==> src/rtl/mult_pkg.sv <==
// Shared widths, defaults and the issue-tag type for the multiplier arbiter.
package mult_pkg;

    localparam int unsigned NREQ_DEFAULT     = 2;
    localparam int unsigned MULT_LAT_DEFAULT = 3;
    localparam int unsigned OP_W             = 8;
    localparam int unsigned PROD_W           = 16;
    localparam int unsigned ID_W             = 4;

    // One entry of the issue-tracking pipeline.
    typedef struct packed {
        logic            valid;
        logic [ID_W-1:0] id;
    } tag_t;

    // Requester index that follows id, wrapping at n.
    function automatic logic [ID_W-1:0] rr_next(input logic [ID_W-1:0] id, input int unsigned n);
        return ID_W'((32'(id) + 32'd1) % n);
    endfunction

endpackage

==> src/rtl/mymult.sv <==
// 3-stage pipelined 8x8 unsigned multiplier; datapath-only, no reset.
module mymult
    import mult_pkg::*;
(
    input  logic              clk,
    input  logic [OP_W-1:0]   a,
    input  logic [OP_W-1:0]   b,
    output logic [PROD_W-1:0] p
);

    logic [OP_W-1:0]   a_q;
    logic [OP_W-1:0]   b_q;
    logic [PROD_W-1:0] prod_q;
    logic [PROD_W-1:0] out_q;

    always_ff @(posedge clk) begin
        a_q    <= a;
        b_q    <= b;
        prod_q <= PROD_W'(a_q) * PROD_W'(b_q);
        out_q  <= prod_q;
    end

    assign p = out_q;

endmodule

==> src/rtl/mult_arbiter.sv <==
// Round-robin arbiter sharing one pipelined multiplier among NREQ requesters,
// with tag tracking to steer each product back to its issuer.
module mult_arbiter
    import mult_pkg::*;
#(
    parameter int unsigned NREQ     = NREQ_DEFAULT,
    parameter int unsigned MULT_LAT = MULT_LAT_DEFAULT
) (
    input  logic                   clk,
    input  logic                   rst_n,
    input  logic                   en,
    input  logic [NREQ-1:0]        req_valid,
    input  logic [NREQ*OP_W-1:0]   req_a,
    input  logic [NREQ*OP_W-1:0]   req_b,
    output logic [NREQ-1:0]        req_ready,
    output logic [NREQ-1:0]        res_valid,
    output logic [NREQ*PROD_W-1:0] res_data,
    output logic [1:0]             inflight
);

    logic [ID_W-1:0]   ptr;
    logic [ID_W-1:0]   grant_id;
    logic              granted;
    logic [OP_W-1:0]   mul_a;
    logic [OP_W-1:0]   mul_b;
    logic [PROD_W-1:0] mul_p;
    logic [1:0]        inflight_next;
    tag_t              tag_q [MULT_LAT];
    tag_t              out_tag;

    // First valid requester at or after the priority pointer wins.
    always_comb begin
        granted   = 1'b0;
        grant_id  = '0;
        req_ready = '0;
        for (int unsigned k = 0; k < NREQ; k++) begin
            for (int unsigned i = 0; i < NREQ; i++) begin
                if (en && !granted && req_valid[i] && (((32'(ptr) + k) % NREQ) == i)) begin
                    granted  = 1'b1;
                    grant_id = ID_W'(i);
                end
            end
        end
        for (int unsigned i = 0; i < NREQ; i++) begin
            req_ready[i] = granted && (grant_id == ID_W'(i));
        end
    end

    // Operand mux; idle cycles feed zeros into the multiplier.
    always_comb begin
        mul_a = '0;
        mul_b = '0;
        for (int unsigned i = 0; i < NREQ; i++) begin
            if (req_ready[i]) begin
                mul_a = req_a[i*OP_W +: OP_W];
                mul_b = req_b[i*OP_W +: OP_W];
            end
        end
    end

    mymult u_mult (
        .clk (clk),
        .a   (mul_a),
        .b   (mul_b),
        .p   (mul_p)
    );

    // Pointer moves past the winner only when a handshake happens.
    always_ff @(posedge clk or negedge rst_n) begin
        if (!rst_n) begin
            ptr <= '0;
        end else if (granted) begin
            ptr <= rr_next(grant_id, NREQ);
        end
    end

    // Tag pipeline mirrors the multiplier stages and never stalls.
    always_ff @(posedge clk or negedge rst_n) begin
        if (!rst_n) begin
            for (int unsigned i = 0; i < MULT_LAT; i++) begin
                tag_q[i] <= '0;
            end
        end else begin
            tag_q[0] <= '{valid: granted, id: grant_id};
            for (int unsigned i = 1; i < MULT_LAT; i++) begin
                tag_q[i] <= tag_q[i-1];
            end
        end
    end

    // Occupancy after the next edge: new issue plus tags not yet retiring.
    always_comb begin
        inflight_next = 2'(granted);
        for (int unsigned i = 0; i + 1 < MULT_LAT; i++) begin
            inflight_next = inflight_next + 2'(tag_q[i].valid);
        end
    end

    always_ff @(posedge clk or negedge rst_n) begin
        if (!rst_n) begin
            inflight <= '0;
        end else begin
            inflight <= inflight_next;
        end
    end

    assign out_tag = tag_q[MULT_LAT-1];

    // Capture the product only when the aligned tag is valid.
    always_ff @(posedge clk or negedge rst_n) begin
        if (!rst_n) begin
            res_valid <= '0;
            res_data  <= '0;
        end else begin
            res_valid <= '0;
            if (out_tag.valid) begin
                for (int unsigned i = 0; i < NREQ; i++) begin
                    if (out_tag.id == ID_W'(i)) begin
                        res_valid[i]                     <= 1'b1;
                        res_data[i*PROD_W +: PROD_W]     <= mul_p;
                    end
                end
            end
        end
    end

endmodule
==> config.mk <==
export PLATFORM = sky130hd
export DESIGN_NAME = mult_arbiter
export DESIGN_NICKNAME = d
export VERILOG_FILES = /design/src/rtl/mult_pkg.sv /design/src/rtl/mymult.sv /design/src/rtl/mult_arbiter.sv
export SDC_FILE = /design/constraint.sdc
export NUM_CORES = 1
export LEC_CHECK = 0
export CAP_MARGIN = 10
export CORE_UTILIZATION = 43
export CTS_CLUSTER_DIAMETER = 150
export CTS_CLUSTER_SIZE = 10
export DETAILED_ROUTE_END_ITERATION = 7
export GPL_ROUTABILITY_DRIVEN = 0
export PLACE_DENSITY_LB_ADDON = 0.25
export SETUP_SLACK_MARGIN = 0.15
export SYNTH_ARGS = -nofsm -noshare
export SYNTH_HDL_FRONTEND = slang
export SYNTH_HIERARCHICAL = 1
export SYNTH_SLANG_ARGS = --single-unit
==> constraint.sdc <==
create_clock -name clk -period 4.1 [get_ports clk]
set_clock_uncertainty 0.1 [all_clocks]
set_input_delay 0.82 -clock clk [delete_from_list [all_inputs] [get_ports clk]]
set_output_delay 0.82 -clock clk [all_outputs]
set_load 0.02 [all_outputs]
==> flow_metrics.env <==
export IMPL_portBuffers=74
export IMPL_tritoncts="done"
export IMPL_fillers=930
export IMPL_clock_latency_ns=0.34
export IMPL_critPathArrivalTime_ns=4.12
export IMPL_drive_gt1_share_pct=18.9
export IMPL_final_core_util_pct=57.6
export IMPL_antenna_found_initial=0
export IMPL_worst_hold_path_type="register to register"
export IMPL_grt_pass1_wl_mm=15.0
export IMPL_synth_top_family_by_area="adder cells"
export IMPL_htree_num_levels=3
export IMPL_coreArea_um2=11000
export IMPL_setup_viol=0
export IMPL_routed_wl_mm=8.85
export IMPL_rsz0062_at_grt="yes"
export IMPL_synth_area_um2=4940
export IMPL_fin_crit_ns=3.97
export IMPL_dp_hpwl_mm=6.66
export IMPL_fin_total_pwr_w=0.00243
export IMPL_ys_seq_area_share_pct=41.2
export IMPL_cp_max_fo=4
export IMPL_vias_per_cell=4.85
export IMPL_area_growth_pct=28.7
export IMPL_first_global_vias=3371
export IMPL_hold_viol_final=0
export IMPL_power_density_nw_per_um2=382
export IMPL_fmax_mhz=252
export IMPL_synth_seq_cells=91
export IMPL_mappedNetlistNets=555
export IMPL_dr_pass1_iters=4
export IMPL_synth_compound_area_share_pct=5.90
export IMPL_seqCellArea_um2=2060
export IMPL_synth_mux_area_fraction_pct=7.98
export IMPL_via_count=3315
export IMPL_drc_errors=0
export IMPL_syn_avg_cell_area_um2=11.1
export IMPL_start_util_pct=44.8
export IMPL_clock_path_buffers=2
export IMPL_path_class="register to register"
export IMPL_synth_cells=445
export IMPL_cts_buffers=9
export IMPL_drv_cap=0
export IMPL_synth_warning_count=6
export IMPL_synth_top_area_cell="dfrtp_1"
export IMPL_p_leak_nw=3.08
export IMPL_fp_dieW_um=109
export IMPL_die_y_um=109
export IMPL_synth_async_sr_flop_share_pct=47.3
export IMPL_ios=75
export IMPL_drtIter0Drc=115
export IMPL_yosys_area_share_simple_pct=13.0
export IMPL_diodes=0
export IMPL_fin_crit_sh_pct=96.8
export IMPL_rows=38
export IMPL_grt_max_degree=44
export IMPL_status="finished, final reports clean"
export IMPL_crit_path_start_kind="register"
export IMPL_ir_drop_uv=258
export IMPL_synth_top_cells_by_count="58 x inv_1, 57 x nand2_1, 48 x dfxtp_1, 47 x and2_1, 43 x dfrtp_1"
export IMPL_multiInputGateArea_um2=2730
export IMPL_drtAntennaViolNets=0
export IMPL_yosysMostFrequentCell="inv_1"
export IMPL_wl_per_cell_um=12.9
export IMPL_grtUsageTotal_pct=16.0
export IMPL_synth_top_area_share_pct=21.8
export IMPL_synth_fa_ha_area_share_pct=24.1
export IMPL_synth_area_leaders="dfrtp_1 22%, dfxtp_1 19%, fa_1 15%"
export IMPL_dieArea_um2=11900
export IMPL_grt_remaining_overflow=0
export IMPL_cts_clk_slew_worst_paths_ns=0.07
export IMPL_synthFlopType="dfxtp_1"
export IMPL_ys_types=41
export IMPL_final_nets=650
export IMPL_root_buffer="clkbuf_16"
export IMPL_endpoint_kind="register"
export IMPL_reg2reg_depth=15
export IMPL_tightest_slew_ns=1.05
export IMPL_required_ns=4.26
export IMPL_cts_sinks=91
export IMPL_synth_xor_area_share_pct=1.95
export IMPL_relSlewSlack_pct=29.7
export IMPL_drv_slew=0
export IMPL_synth_edff_count=0
export IMPL_holdPathStages=0
==> area by class of cell <==
class / instances / area share (%)
tap: 140 / 2.76
timing repair buffer: 93 / 14.0
sequential: 91 / 32.5
clock buffer: 9 / 3.54
inverter: 58 / 3.42
multi-input combinational: 287 / 43.0
clock inverter: 6 / 0.787
==> flip-flops by register name, indices dropped and copies added, names as in the netlist <==
name	flops
ptr	1
u_mult/a_q	8
res_data	32
u_mult/b_q	8
tag_q	4
res_valid	2
u_mult/prod_q	16
u_mult/p	16
inflight	2
out_tag	2
==> cell usage in the layout, fill, tap and decap left out, drive strengths merged <==
cell	Yosys	routed
o22ai	16	16
a21o	1	1
and2	48	48
nor3b	1	1
o211ai	2	2
xnor2	7	7
nor3	2	2
buf	8	20
clkdlybuf4s50	0	73
a211o	3	3
clkinvlp	0	2
dfrtp	43	43
fa	37	37
nand2b	1	1
a211oi	1	1
o311ai	1	1
xor2	4	4
nand3	1	1
mux2	32	32
and3	3	3
dfxtp	48	48
or4	1	1
nor4	1	1
o22a	1	1
clkbuf	1	9
inv	58	60
clkinv	0	2
o21ai	4	4
ha	36	36
nor2b	2	2
a221oi	1	1
a21oi	6	6
nand2	58	58
a31oi	2	2
o21a	4	4
nor2	11	11
==> cell families (layout without fill, tap and decap cells) <==
| logic type | count (synthesis) | in the layout |
|---|---|---|
| and+or+nand+nor | 129 | 129 |
| DFF | 91 | 91 |
| adders and majority gates | 73 | 73 |
| muxes | 32 | 32 |
| xor gates and xnor gates | 11 | 11 |
| AOI/OAI and AO/OA | 42 | 42 |
| buffers and inverters | 67 | 166 |
==> per-layer routing <==
metal,vias up,share of wire (%),global-route usage (%)
met4,0,2.8,6.76
met3,29,4.2,3.47
met2,116,46,26.7
met5,-,0,0
met1,1545,47,20.0
li1,1625,-,-
==> critical path, stage by stage (launching register included) <==
cell and delay, ns:
dfxtp_4 0.36, and2_4 0.16, fa_1 0.54, inv_1 0.05, fa_1 0.48, inv_1 0.05, fa_1 0.47, inv_1 0.05
fa_1 0.49, inv_2 0.04, ha_4 0.21, and2_4 0.15, a221oi_4 0.26, nand3_1 0.15, and3_4 0.20, a211oi_2 0.12
==> through the flow <==
| step | setup slack, ns | std cells | hold WS [ns] | area, um^2 | setup TNS (ns) |
|---|---|---|---|---|---|
| 2_1_floorplan | 0.200 | 445 | 0.210 | 4950 | 0 |
| 3_3_place_gp | 0.0379 | 657 | 0.211 | 5850 | 0 |
| 3_5_place_dp | -0.0231 | 657 | 0.212 | 5850 | -0.0487 |
| 4_1_cts | 0.118 | 682 | 0.226 | 6310 | 0 |
| 5_1_grt | -0.0324 | 684 | 0.227 | 6360 | -0.0404 |
| 6_report | 0.132 | 684 | 0.224 | 6360 | 0 |
==> power breakdown <==
part           switching [W]  total [W]  internal [W]
clock               0.000351   0.000764      0.000414
sequential         0.0000702    0.00109       0.00102
combinational       0.000264   0.000575      0.000311
==> final timing paths <==
| check | start | end | slack (ns) |
|---|---|---|---|
| min in group asynchronous | rst_n | res_data[13] | 0.52 |
| worst max-delay path | u_mult/b_q[2] | u_mult/prod_q[15] | 0.13 |
| worst min register to register | u_mult/prod_q[15] | u_mult/p[15] | 0.22 |
| max in group asynchronous | rst_n | res_data[22] | 2.79 |
| worst max register to register | u_mult/b_q[2] | u_mult/prod_q[15] | 0.13 |
| worst min-delay path | u_mult/prod_q[15] | u_mult/p[15] | 0.22 |
==> what timing repair did <==
item	CTS	global route
gates resized for setup	28	7
buffers inserted	10	2
pin swaps	22	26
endpoints found under the setup margin	8	8
hold buffers	0	0
No activity file was read; power rests on OpenSTA's default activity.
